File: config.mk
export PLATFORM = sky130hd
export DESIGN_NAME = collision_scanner
export DESIGN_NICKNAME = d
export VERILOG_FILES = /design/src/rtl/collision_pkg.sv /design/src/rtl/collision_scanner_aabb_overlap.sv /design/src/rtl/collision_scanner.sv
export SDC_FILE = /design/constraint.sdc
export NUM_CORES = 1
export LEC_CHECK = 0
export BUFFER_PORTS_ARGS = -buffer_cell sky130_fd_sc_hd__clkbuf_2
export CORE_UTILIZATION = 60
export CTS_CLUSTER_DIAMETER = 120
export DETAILED_ROUTE_END_ITERATION = 16
export PLACE_DENSITY = 0.81
export RECOVER_POWER = 100
export SLEW_MARGIN = 20
export SYNTH_ARGS = -nofsm -noshare
export SYNTH_HDL_FRONTEND = slang
export SYNTH_SLANG_ARGS = --single-unit
File: constraint.sdc
create_clock -name clk -period 9.3 [get_ports clk]
set_input_delay 1.86 -clock clk [delete_from_list [all_inputs] [get_ports clk]]
set_output_delay 1.86 -clock clk [all_outputs]
set_load 0.02 [all_outputs]
File: src/rtl/collision_pkg.sv
// Shared types for the per-frame collision scanner: hitbox layout and scan FSM states.
package collision_pkg;

    localparam int COORD_W = 10;

    typedef struct packed {
        logic [COORD_W-1:0] x;
        logic [COORD_W-1:0] y;
        logic [COORD_W-1:0] w;
        logic [COORD_W-1:0] h;
    } hitbox_t;

    typedef enum logic [1:0] {
        S_IDLE,
        S_SCAN,
        S_DRAIN
    } scan_state_t;

endpackage

File: src/rtl/collision_scanner_aabb_overlap.sv
// Strict axis-aligned overlap of the inset player box against one obstacle box.
module aabb_overlap
    import collision_pkg::*;
#(
    parameter int INSET = 2
) (
    input  hitbox_t player,
    input  hitbox_t obj,
    output logic    overlap
);

    localparam int EW = COORD_W + 1;
    localparam logic [EW-1:0] INSET_E = EW'(INSET);
    localparam logic [EW-1:0] TRIM_E  = EW'(2 * INSET);

    logic [EW-1:0] pl, pr, pt, pb;
    logic [EW-1:0] ol, orr, ot, ob;
    logic          p_wide, p_tall, o_sized;

    // One extra bit keeps right/bottom edges near the screen limit from wrapping to 0.
    always_comb begin
        pl      = {1'b0, player.x} + INSET_E;
        pr      = {1'b0, player.x} + {1'b0, player.w} - INSET_E;
        pt      = {1'b0, player.y} + INSET_E;
        pb      = {1'b0, player.y} + {1'b0, player.h} - INSET_E;
        ol      = {1'b0, obj.x};
        orr     = {1'b0, obj.x} + {1'b0, obj.w};
        ot      = {1'b0, obj.y};
        ob      = {1'b0, obj.y} + {1'b0, obj.h};
        p_wide  = {1'b0, player.w} > TRIM_E;
        p_tall  = {1'b0, player.h} > TRIM_E;
        o_sized = (obj.w != '0) && (obj.h != '0);
        overlap = p_wide && p_tall && o_sized &&
                  (pl < orr) && (pr > ol) && (pt < ob) && (pb > ot);
    end

endmodule

File: src/rtl/collision_scanner.sv
// Once-per-frame scan of the player hitbox against every obstacle slot of the object table.
module collision_scanner
    import collision_pkg::*;
#(
    parameter int N_OBJ = 8,
    parameter int INSET = 2
) (
    input  logic                       clk,
    input  logic                       reset,
    input  logic                       start,
    input  logic [COORD_W-1:0]         px,
    input  logic [COORD_W-1:0]         py,
    input  logic [COORD_W-1:0]         pw,
    input  logic [COORD_W-1:0]         ph,
    output logic [$clog2(N_OBJ)-1:0]   obj_addr,
    input  logic                       obj_valid,
    input  logic [COORD_W-1:0]         ox,
    input  logic [COORD_W-1:0]         oy,
    input  logic [COORD_W-1:0]         ow,
    input  logic [COORD_W-1:0]         oh,
    output logic                       busy,
    output logic                       done,
    output logic                       hit,
    output logic [$clog2(N_OBJ)-1:0]   hit_idx,
    output logic [N_OBJ-1:0]           hit_mask,
    output logic                       hit_rise
);

    localparam int AW = $clog2(N_OBJ);
    localparam logic [AW-1:0] LAST = AW'(N_OBJ - 1);

    scan_state_t    state, state_nxt;
    hitbox_t        player_q, obj_box;
    logic [N_OBJ-1:0] scan_mask, pend_mask;
    logic           commit_q, cmp_en, overlap, slot_hit;
    logic [AW-1:0]  cmp_idx, prio_idx;

    always_comb begin
        obj_box  = '{x: ox, y: oy, w: ow, h: oh};
        slot_hit = overlap && obj_valid;
    end

    aabb_overlap #(.INSET(INSET)) u_overlap (
        .player  (player_q),
        .obj     (obj_box),
        .overlap (overlap)
    );

    always_ff @(posedge clk) begin
        if (reset) state <= S_IDLE;
        else       state <= state_nxt;
    end

    always_comb begin
        state_nxt = state;
        case (state)
            S_IDLE:  if (start) state_nxt = S_SCAN;
            S_SCAN:  if (obj_addr == LAST) state_nxt = S_DRAIN;
            S_DRAIN: state_nxt = S_IDLE;
            default: state_nxt = S_IDLE;
        endcase
    end

    // Table data lags the address by a cycle, so the slot under test is always addr-1.
    always_comb begin
        busy    = (state != S_IDLE);
        cmp_en  = ((state == S_SCAN) && (obj_addr != '0)) || (state == S_DRAIN);
        cmp_idx = (state == S_DRAIN) ? LAST : obj_addr - AW'(1);
    end

    always_ff @(posedge clk) begin
        if (reset) begin
            obj_addr  <= '0;
            player_q  <= '0;
            scan_mask <= '0;
            pend_mask <= '0;
            commit_q  <= 1'b0;
        end else begin
            commit_q <= (state == S_DRAIN);
            case (state)
                S_IDLE: begin
                    if (start) begin
                        player_q  <= '{x: px, y: py, w: pw, h: ph};
                        obj_addr  <= '0;
                        scan_mask <= '0;
                    end
                end
                S_SCAN: begin
                    if (obj_addr != LAST) obj_addr <= obj_addr + AW'(1);
                end
                default: ;
            endcase
            if (cmp_en) scan_mask[cmp_idx] <= slot_hit;
            // Final mask is staged so a back-to-back Start cannot disturb it before commit.
            if (state == S_DRAIN) begin
                pend_mask          <= scan_mask;
                pend_mask[N_OBJ-1] <= slot_hit;
            end
        end
    end

    always_comb begin
        prio_idx = '0;
        for (int i = N_OBJ - 1; i >= 0; i--) begin
            if (pend_mask[i]) prio_idx = AW'(i);
        end
    end

    // Results and Done change on the same edge; hit doubles as the previous-scan flag.
    always_ff @(posedge clk) begin
        if (reset) begin
            done     <= 1'b0;
            hit      <= 1'b0;
            hit_idx  <= '0;
            hit_mask <= '0;
            hit_rise <= 1'b0;
        end else begin
            done     <= commit_q;
            hit_rise <= 1'b0;
            if (commit_q) begin
                hit_mask <= pend_mask;
                hit      <= |pend_mask;
                hit_idx  <= prio_idx;
                hit_rise <= (|pend_mask) && !hit;
            end
        end
    end

endmodule
# Yosys cells after proc, flatten, opt, wreduce, memory -nomap -nowiden
# Cells that the tools add are included.
[word_totals]
word_cells = 86
ff_bits = 76
in_bits = 84
[op_classes]
n_eq_ne = 7
mux = 22
order_cmp = 8
n_bitwise = 1
addsub = 10
reduce_logical = 24
[ops]
columns = ["operator", "count"]
rows = [
  ["$add A10 B10 Y11", 4],
  ["$mux W3", 11],
  ["$mux W8", 4],
  ["$add A10 B2 Y11 const B", 2],
  ["$gt A11 B10 Y1", 2],
  ["$lt A11 B11 Y1", 2],
  ["$sub A11 B2 Y11 const B", 2],
  ["$gt A10 B3 Y1 const B", 2],
  ["$reduce_bool A10 Y1", 2],
  ["$logic_and A1 B1 Y1", 11],
  ["$bwmux W8", 1],
  ["$reduce_or A8 Y1", 1],
  ["$pmux W3 S2", 1],
  ["$lt A3 B4 Y1 const B", 1],
  ["$mux W2", 2],
  ["$ne A2 B2 Y1 const B", 2],
  ["$pmux W2 S2", 1],
  ["$reduce_and A2 Y1", 2],
  ["$reduce_bool A2 Y1", 2],
  ["$add A3 B1 Y3 const B", 1],
  ["$demux W1 S3", 1],
  ["$eq A3 B3 Y1 const B", 1],
  ["$ge A3 B1 Y1 const B", 1],
  ["$ne A3 B3 Y1 const B", 1],
  ["other kinds (12)", 12],
]

# Longest topological paths before layout
# Gate-level depths: netlist of run 1.
[logic_depth]
ltp_word = 10
ltp_mapped = 18
depth_no_buf = 18

# Modules after synthesis
# Synthesis of run 1 repeated with hierarchy kept, for this count alone.
[unflattened]
hier_cells = 801
area_unflattened_um2 = 6217.2
[by_module_without_submodules]
columns = ["mod", "cells_per_inst", "instances", "area_per_inst_um2"]
rows = [
  ["aabb_overlap", 457, 1, 3308.2],
  ["collision_scanner", 344, 1, 2909.0],
]

# Worst setup path after synthesis of run 1
# No wires, ideal clock.
[synth_timing]
kind = "in2reg"
from = "input ox[0]"
to = "register scan_mask[3]"
path_stages = 16
arrival_ps = 5001
setup_time_ps = 96
slack_ps = 4203
required_time_ps = 9204
n_path_buf = 0
path_cell_list = "ha_1 > fa_1 > a21o_1 > a21oi_1 > o21bai_1 > a21oi_1 > o21ai_0 > a21o_1 > a21oi_1 > ha_1 > and4_1 > a221oi_2 > nand4_1 > a31oi_1 > o2111ai_2 > o41ai_2"
[synth_between]
elab_chain_len = 9
[synth_rtl]
columns = ["element", "line", "text"]
rows = [
  ["start, declared", "collision_scanner.sv:17", "input logic [COORD_W-1:0] ox,"],
  ["$add A10 B10 Y11", "collision_scanner_aabb_overlap.sv:27", "orr = {1'b0, obj.x} + {1'b0, obj.w};"],
  ["$lt A11 B11 Y1", "collision_scanner_aabb_overlap.sv:34", "(pl < orr) && (pr > ol) && (pt < ob) && (pb > ot);"],
  ["$logic_and A1 B1 Y1", "collision_scanner_aabb_overlap.sv:33", "overlap = p_wide && p_tall && o_sized &&"],
  ["$logic_and A1 B1 Y1 * (3 in series)", "collision_scanner_aabb_overlap.sv:34", ""],
  ["$logic_and A1 B1 Y1 *", "collision_scanner.sv:40", "slot_hit = overlap && obj_valid;"],
  ["$bwmux W8 *", "collision_scanner.sv:93", "if (cmp_en) scan_mask[cmp_idx] <= slot_hit;"],
  ["$mux W8 *", "collision_scanner.sv:93", ""],
  ["end signal, assigned by index", "collision_scanner.sv:93", ""],
  ["end, declared", "collision_scanner.sv:34", "logic [N_OBJ-1:0] scan_mask, pend_mask;"],
]
# Every way passes the cells marked *; elsewhere a longest branch is shown, timed or not.
# A chain may end at the register's enable or synchronous reset.

# Worst setup path in the final report of run 1
# Same ends and word-level chain as after synthesis.

==> results of run 1 <==
[cell families after synthesis]
kind of cell | after synthesis | synth area share (%)
XOR/XNOR | 44 | 6.472
AND/OR/NAND/NOR | 226 | 17.29
buffers and inverters | 128 | 8.069
multiplexers | 11 | 1.849
flip-flops | 75 | 25.22
AO/OA/AOI/OAI | 172 | 17.90
adder cells (fa/ha/maj) | 108 | 23.20
[worst paths after layout]
| kind | from | depth (start not counted) | slack, ps | to |
|---|---|---|---|---|
| setup reg to reg | player_q[31] | 18 | 4910 | scan_mask[3] |
| hold / removal | hit | 1 | 460 | hit_rise |
| hold reg to reg | hit | 1 | 460 | hit_rise |
| setup / recovery | ox[0] | 17 | 3880 | scan_mask[3] |
[power groups by stage]
| stage | logic, mW | clock network [mW] | registers [mW] |
|---|---|---|---|
| 6_report | 0.376 | 0.262 | 0.344 |
| 5_1_grt | 0.424 | 0.278 | 0.346 |
| 4_1_cts | 0.374 | 0.265 | 0.344 |
| 3_5_place_dp | 0.372 | 0 | 0.351 |
| 3_3_place_gp | 0.351 | 0 | 0.351 |
| 2_1_floorplan | 0.275 | 0 | 0.349 |
[Yosys cell counts, drive strengths merged, types with 2 or more instances]
cell and instances:
nand2 111, inv 107, ha 104, a21oi 88
dfxtp 75, nor2 36, xnor2 31, clkbuf 18
nand3 15, o21ai 15, nor3 14, xor2 13
a21o 11, mux2i 11, o211ai 9, o31ai 9
nand2b 8, nor2b 8, o21a 8, o21bai 8
nor4 7, nand4 6, a31oi 5, or4 5
fa 4, a211oi 3, buf 3, or2 3
or3 3, a2111oi 2, a22oi 2, and3 2
nand3b 2, nor3b 2, o2111ai 2
[flip-flops by register name, summed over array words and instances, names as in the netlist]
signal and count:
hit_rise 1, pend_mask 8, hit_mask 8, obj_addr 3
hit_idx 3, hit 1, player_q 40, done 1
state 2, scan_mask 7, commit_q 1
[cell usage in the layout (no fill, tap or decap), types with 11 or more instances in the layout]
cell type    n
xor2_1      13
nor3_1      14
nand3_1     15
mux2i_1     11
ha_1       104
dfxtp_1     75
a21o_1      11
o21ai_0     15
nor2_1      36
inv_1      107
clkbuf_2    82
nand2_1    111
a21oi_1     88
clkbuf_1    20
xnor2_1     31
[worst max-delay path, stage by stage]
cell	delay [ps]
clkbuf_1	90
ha_1	230
fa_1	420
a21o_1	200
a21oi_1	210
o21bai_1	90
a21oi_1	210
o21ai_0	170
a21o_1	200
a21oi_1	150
ha_1	250
and4_1	230
a221oi_1	290
nand4_1	130
a31oi_1	160
o2111ai_1	400
o41ai_2	380
[per-layer routing]
| metal | track usage [%] | vias to the layer above |
|---|---|---|
| met1 | 35.83 | 2509 |
| met5 | 0 | - |
| met3 | 4.279 | 28 |
| met4 | 10.93 | 0 |
| met2 | 49.64 | 155 |
| li1 | - | 2786 |
[metrics by stage]
step | hold WS (ps) | instance area, um^2 | worst slack [ps]
final | 459.8 | 6733 | 3882
after global routing | 490.9 | 6733 | 3612
after CTS | 461.2 | 6773 | 4065
after detailed placement | 447.5 | 6565 | 3693
after global placement | 435.9 | 6565 | 3834
after floorplan | 428.8 | 5954 | 4203
[final cells by class]
class                           instances  area [um^2]  area share [%]
Sequential cell                        75         1501           22.30
Tap cell                              129        161.4           2.397
Clock buffer                            9        123.9           1.840
Timing Repair Buffer                  104        500.5           7.434
Clock inverter                          7        83.83           1.245
Inverter                              107        401.6           5.965
Multi-Input combinational cell        561         3960           58.82
==> impl_metrics.csv, run 1 <==
group,metric,value,unit
place,dp_hpwl,11570,um
yosys,synth_edf_count,0,
floorplanning,num_rows,35,
cells_and_area,n_antenna_cell,0,
cells_and_area,num-nets-final,1050,
drt,vias,5478,
sta,slew_headroom,-90.63,%
worst_setup_path,critPathKind,"input port to register",
yosys,ys_ff_latch,75,
drt,drt_first_pass_iters,5,
drt,wl_per_cell,14.29,um
clock_network,clk_path_buf_depth,2,
drt,top_layer,"met4",
yosys,synthArstFlopShare,0,%
global_routing,grt_usage,28.66,%
pwr,pwr-share-clk,26.7,%
floorplanning,coreArea,0.009415,mm^2
drt,routed-wl-met3,685,um
floorplanning,dieWidth,101.6,um
place,io_buffers,101,
drt,drt_iter0_drc,295,
drt,wl_met2,6781,um
clock_network,cts_made_buffers,9,
yosys,synth_top_area_cell,"dfxtp_1",
pwr,p_per_area,145.9,mW/mm^2
sta,hold_viol_final,0,
clock_network,postCtsSetupBuffers,0,
clock_network,cts.sinks,75,
outcome,violations,"capacitance limit, slew limit",
drt,via_per_inst,5.522,
sta,setup_viol,0,
sta,slew_viol_final,70,
floorplanning,die_area,0.01033,mm^2
cells_and_area,drive_gt1_share,12.17,%
clock_network,htree_levels,3,
cells_and_area,fillers,782,
yosys,synth.net_count,956,
global_routing,overflow,0,
yosys,syn_area,0.005954,mm^2
worst_setup_path,start_kind,"input port",
yosys,postSynthAreaPerCell,7.794,um^2
clock_network,worstSkewPairLatency,360,ps
yosys,synthTopCellsByArea,"dfxtp_1 (25%), ha_1 (22%), a21oi_1 (7.4%)",
pwr,vdd_drop_max,0.0001475,V
yosys,ys.warnings.count,0,
floorplanning,initial_core_util,63.24,%
yosys,synth_cells,764,
sta,fin_crit,5418,ps
worst_setup_path,critPathMaxFanout,8,
pwr,p_leak,3.132,nW
clock_network,path_clk_slew,90,ps
yosys,yosys.area.top_type_share,25.22,%
sta,finalClockSkew,11.11,ps
pwr,p_sw_share,36.07,%
floorplanning,fp.dieH,101.6,um
sta,worst_pin_slew,2859,ps
drt,wl_met1,6403,um
outcome,status,"finished with violations",
pwr,pwr-share-comb,38.3,%
floorplanning,num_io_pins,102,
clock_network,holdBufCountCts,0,
global_routing,antenna_found_initial,0,
worst_setup_path,crit_arrival,5680,ps
global_routing,grt_pass1_wl,23370,um
sta,rsz0062_at_grt,"no",
sta,finalSetupTns,0,ps
place,place.gp.congestion,0.9102,
yosys,synth_top_flop_cell,"dfxtp_1",
pwr,internal_power,627.8,uW
cells_and_area,area_growth,13.07,%
drt,drtAntennaViolNets,0,
drt,wl,14180,um
sta,finalCritPeriodShare,58.26,%
clock_network,ctsResizeCount,0,
global_routing,grt_max_degree,70,
clock_network,tritoncts,"done",
place,dp.cells,976,
worst_setup_path,worstPathRequired,9560,ps
pwr,p_seq_share,35.0,%
global_routing,grt_pass1_vias,5344,
clock_network,root_buffer,"clkbuf_8",
pwr,power,982.0,uW
yosys,synth_cell_types,50,
yosys,ys_seq_area_share,25.22,%
drt,route.detailed.drc,0,
job,cap_violations,1,
cells_and_area,fin_util,71.51,%
worst_setup_path,worstSetupEndpointType,"register",
cells_and_area,layoutNonFillerInstCount,992,
pwr,power_switching,354.2,uW
sta,clock.fmax,184.6,MHz
min_path,hold_class,"register to register",
Note: power is estimated with default switching activity, not from simulation.
==> run 2: changes to the inputs <==
--- a/config.mk
+++ b/config.mk
@@ -5,11 +5,12 @@
 export SDC_FILE = /design/constraint.sdc
 export NUM_CORES = 1
 export LEC_CHECK = 0
+export ABC_AREA = 1
 export BUFFER_PORTS_ARGS = -buffer_cell sky130_fd_sc_hd__clkbuf_2
-export CORE_UTILIZATION = 60
+export CORE_UTILIZATION = 58
 export CTS_CLUSTER_DIAMETER = 120
 export DETAILED_ROUTE_END_ITERATION = 16
-export PLACE_DENSITY = 0.81
+export PLACE_DENSITY = 0.79
 export RECOVER_POWER = 100
 export SLEW_MARGIN = 20
 export SYNTH_ARGS = -nofsm -noshare
==> constraint.sdc (replaced) <==
create_clock -name clk -period 5.5 [get_ports clk]
set_input_delay 1.1 -clock clk [delete_from_list [all_inputs] [get_ports clk]]
set_output_delay 1.1 -clock clk [all_outputs]
set_load 0.02 [all_outputs]
==> impl_metrics.csv, run 2 <==
group,metric,value,unit
sta,holdWs,458.0,ps
worst_setup_path,crit_path_frequent_cell,"nand2_1",
yosys,synth_cells,861,
min_path,hold_class,"register to register",
cells_and_area,area_growth,13.08,%
global_routing,overflow,0,
cells_and_area,multi_input_area,0.003845,mm^2
sta,slew_headroom,-59.85,%
outcome,status,"finished with violations",
pwr,p_leak,3.583,nW
floorplanning,die_area,0.01090,mm^2
worst_setup_path,crit_arrival,4270,ps
worst_setup_path,critPathKind,"input port to register",
sta,finalCritPeriodShare,73.07,%
yosys,synth_compound_area_share,18.14,%
worst_setup_path,crit_buf_inv,1,
worst_setup_path,start_kind,"input port",
floorplanning,initial_core_util,59.45,%
cells_and_area,layout_common_cells,"inv_1 (174), nand2_1 (118), a21oi_1 (104), ha_1 (104), clkbuf_2 (81)",
yosys,synth_top_flop_cell,"dfxtp_1",
sta,rsz0062_at_grt,"no",
yosys,synth.net_count,1053,
yosys,yosysMostFrequentCell,"inv_1",
worst_setup_path,worstSetupEndpointType,"register",
yosys,synthTopCellsByCount,"inv_1 (174), nand2_1 (119), ha_1 (104)",
yosys,postSynthAreaPerCell,7.064,um^2
cells_and_area,largestRegisters,"player_q: 40 flops, hit_mask: 8 flops, pend_mask: 8 flops",
floorplanning,dieWidth,104.4,um
place,dp_hpwl,10570,um
worst_setup_path,cp_cell_sequence,"clkbuf_1 > ha_1 > fa_1 > nand3_1 > nand2_1 > a21oi_1 > o21bai_1 > nand2_1 > nand2_1 > nand2_1 > nand2_1 > nand2_1 > nand2_1 > a21oi_1 > ha_1 > a221oi_1 > nand3_1 > nor2_1 > nand2_1 > nor2_1 > nand3_1 > a21oi_1",
clock_network,holdBufCountCts,0,
global_routing,grt_max_degree,80,
yosys,synth_fa_ha_area_share,22.71,%
cells_and_area,final_common_cell,"inv_1",
floorplanning,num_io_pins,102,
drt,drt_first_pass_iters,5,
yosys,yosys.area.top_type_share,24.69,%
pwr,vdd_drop_max,0.0001536,V
yosys,muxShareOfSynthArea,0,%
yosys,synthArstFlopShare,0,%
outcome,violations,"capacitance limit, slew limit",
clock_network,worstSkewPairLatency,340,ps
floorplanning,coreArea,0.01023,mm^2
global_routing,grt_usage,24.80,%
clock_network,clk_path_buf_depth,2,
drt,wl,13020,um
yosys,synthTopCellsByArea,"dfxtp_1 (25%), ha_1 (21%), inv_1 (11%)",
cells_and_area,seqCellArea,0.001501,mm^2
yosys,ys_seq_area_share,24.69,%
worst_setup_path,critPathMaxFanout,6,
clock_network,postCtsSetupBuffers,0,
cells_and_area,n_antenna_cell,0,
place,place.gp.congestion,0.8619,
yosys,ys.warnings.count,0,
place,dp.cells,1083,
yosys,synth_edf_count,0,
floorplanning,num_rows,37,
yosys,synth-xor-area-share,6.048,%
yosys,ys_ff_latch,75,
drt,drtAntennaViolNets,0,
cells_and_area,regMostFlops,"player_q",
drt,drt_iter0_drc,225,
floorplanning,fp.dieH,104.4,um
sta,fin_crit,4019,ps
cells_and_area,largest_reg_flops,40,
job,cap_violations,1,
yosys,synth_cell_types,36,
sta,finalSetupTns,0,ps
sta,finalClockSkew,9.021,ps
worst_setup_path,crit_family,"simple AND/OR/NAND/NOR gates",
global_routing,grt_pass1_wl,22390,um
worst_setup_path,cp_slowest_stage_delay,420,ps
cells_and_area,drive_gt1_share,11.21,%
cells_and_area,fillers,956,
cells_and_area,fin_util,67.23,%
drt,route.detailed.drc,0,
sta,clock.fmax,248.8,MHz
clock_network,cts_made_buffers,9,
drt,vias,5583,
yosys,synth_top_area_cell,"dfxtp_1",
clock_network,root_buffer,"clkbuf_8",
clock_network,htree_levels,3,
sta,setup_viol,0,
global_routing,grt_pass1_vias,5254,
sta,hold_viol_final,0,
cells_and_area,layoutNonFillerInstCount,1099,
worst_setup_path,worstPathRequired,5750,ps
sta,worst_pin_slew,2398,ps
sta,slew_viol_final,70,
drt,via_per_inst,5.080,
yosys,syn_area,0.006082,mm^2
yosys,yosys.area_share.simple,16.46,%
drt,wl_per_cell,11.85,um
global_routing,antenna_found_initial,0,
cells_and_area,num-nets-final,1150,
pwr,p_per_area,261.2,mW/mm^2
clock_network,ctsResizeCount,0,
place,io_buffers,101,
clock_network,cts.sinks,75,
clock_network,tritoncts,"done",
yosys,synth_top_family_by_area,"adder cells",
worst_setup_path,slowest_stage,"fa_1",
clock_network,path_clk_slew,80,ps
-- run 2: cell types whose count changed after synthesis, sizes merged, moves of 11 or more --
cell,before,now
nor2,36,55
xor2,13,25
a21oi,88,107
inv,107,175
xnor2,31,17
nand3,15,35
nand2,111,122
mux2i,11,0
o21ai,15,77
-- run 2: path summary, 6_finish.rpt --
| path | depth (start not counted) | from | end | slack [ps] |
|---|---|---|---|---|
| min | 1 | hit | hit_rise | 460 |
| min reg2reg | 1 | hit | hit_rise | 460 |
| max | 22 | oy[0] | scan_mask[5] | 1480 |
| max reg2reg | 23 | player_q[33] | scan_mask[5] | 1640 |
-- run 2: cells by family after synthesis --
| logic type | count (synthesis) |
|---|---|
| and+or+nand+nor | 237 |
| buffers and inverters | 193 |
| xor gates and xnor gates | 42 |
| DFF | 75 |
| adders and majority gates | 108 |
| AOI/OAI and AO/OA | 206 |
-- run 2: layout make-up --
cell class	instances	area share, %
multi-input combinational	593	55.90
sequential	75	21.83
inverter	176	9.605
timing repair buffer	103	7.149
tap	136	2.474
clock buffer	10	2.001
clock inverter	6	1.037
-- run 2: report_power, final --
part | internal (mW) | leakage [nW] | switching [mW]
combinational | 0.323 | 2.87 | 0.454
sequential | 0.571 | 0.614 | 0.0156
clock | 0.226 | 0.0995 | 0.208
-- run 2: worst reg2reg max path: cells and delay by family (launching register included) --
family	cells	cell delay, ps
XOR/XNOR	1	100
AO/OA/AOI/OAI	5	970
flip-flops	1	400
buffers and inverters	3	180
AND/OR/NAND/NOR	11	1200
adder cells (fa/ha/maj)	3	920
-- run 2: stage by stage --
stage / instance area, um^2 / worst slack, ps / power, mW
floorplan: 6082 / 1840 / 1.208
detailed placement: 6709 / 1431 / 1.379
finish: 6878 / 1481 / 1.796
global placement: 6709 / 1454 / 1.363
CTS: 6918 / 1722 / 1.815
global route: 6878 / 1077 / 1.973
-- run 2: metal layers --
metal  share of wire [%]  track usage [%]  up-vias  routed length (um)
met5                   0                0        -                   0
met4                 2.0            7.449        0                 254
met3                 3.2            2.882       21                 423
met2                  45            41.53       95                5910
met1                  49            33.27     2455                6430
li1                    -                -     3012                   -
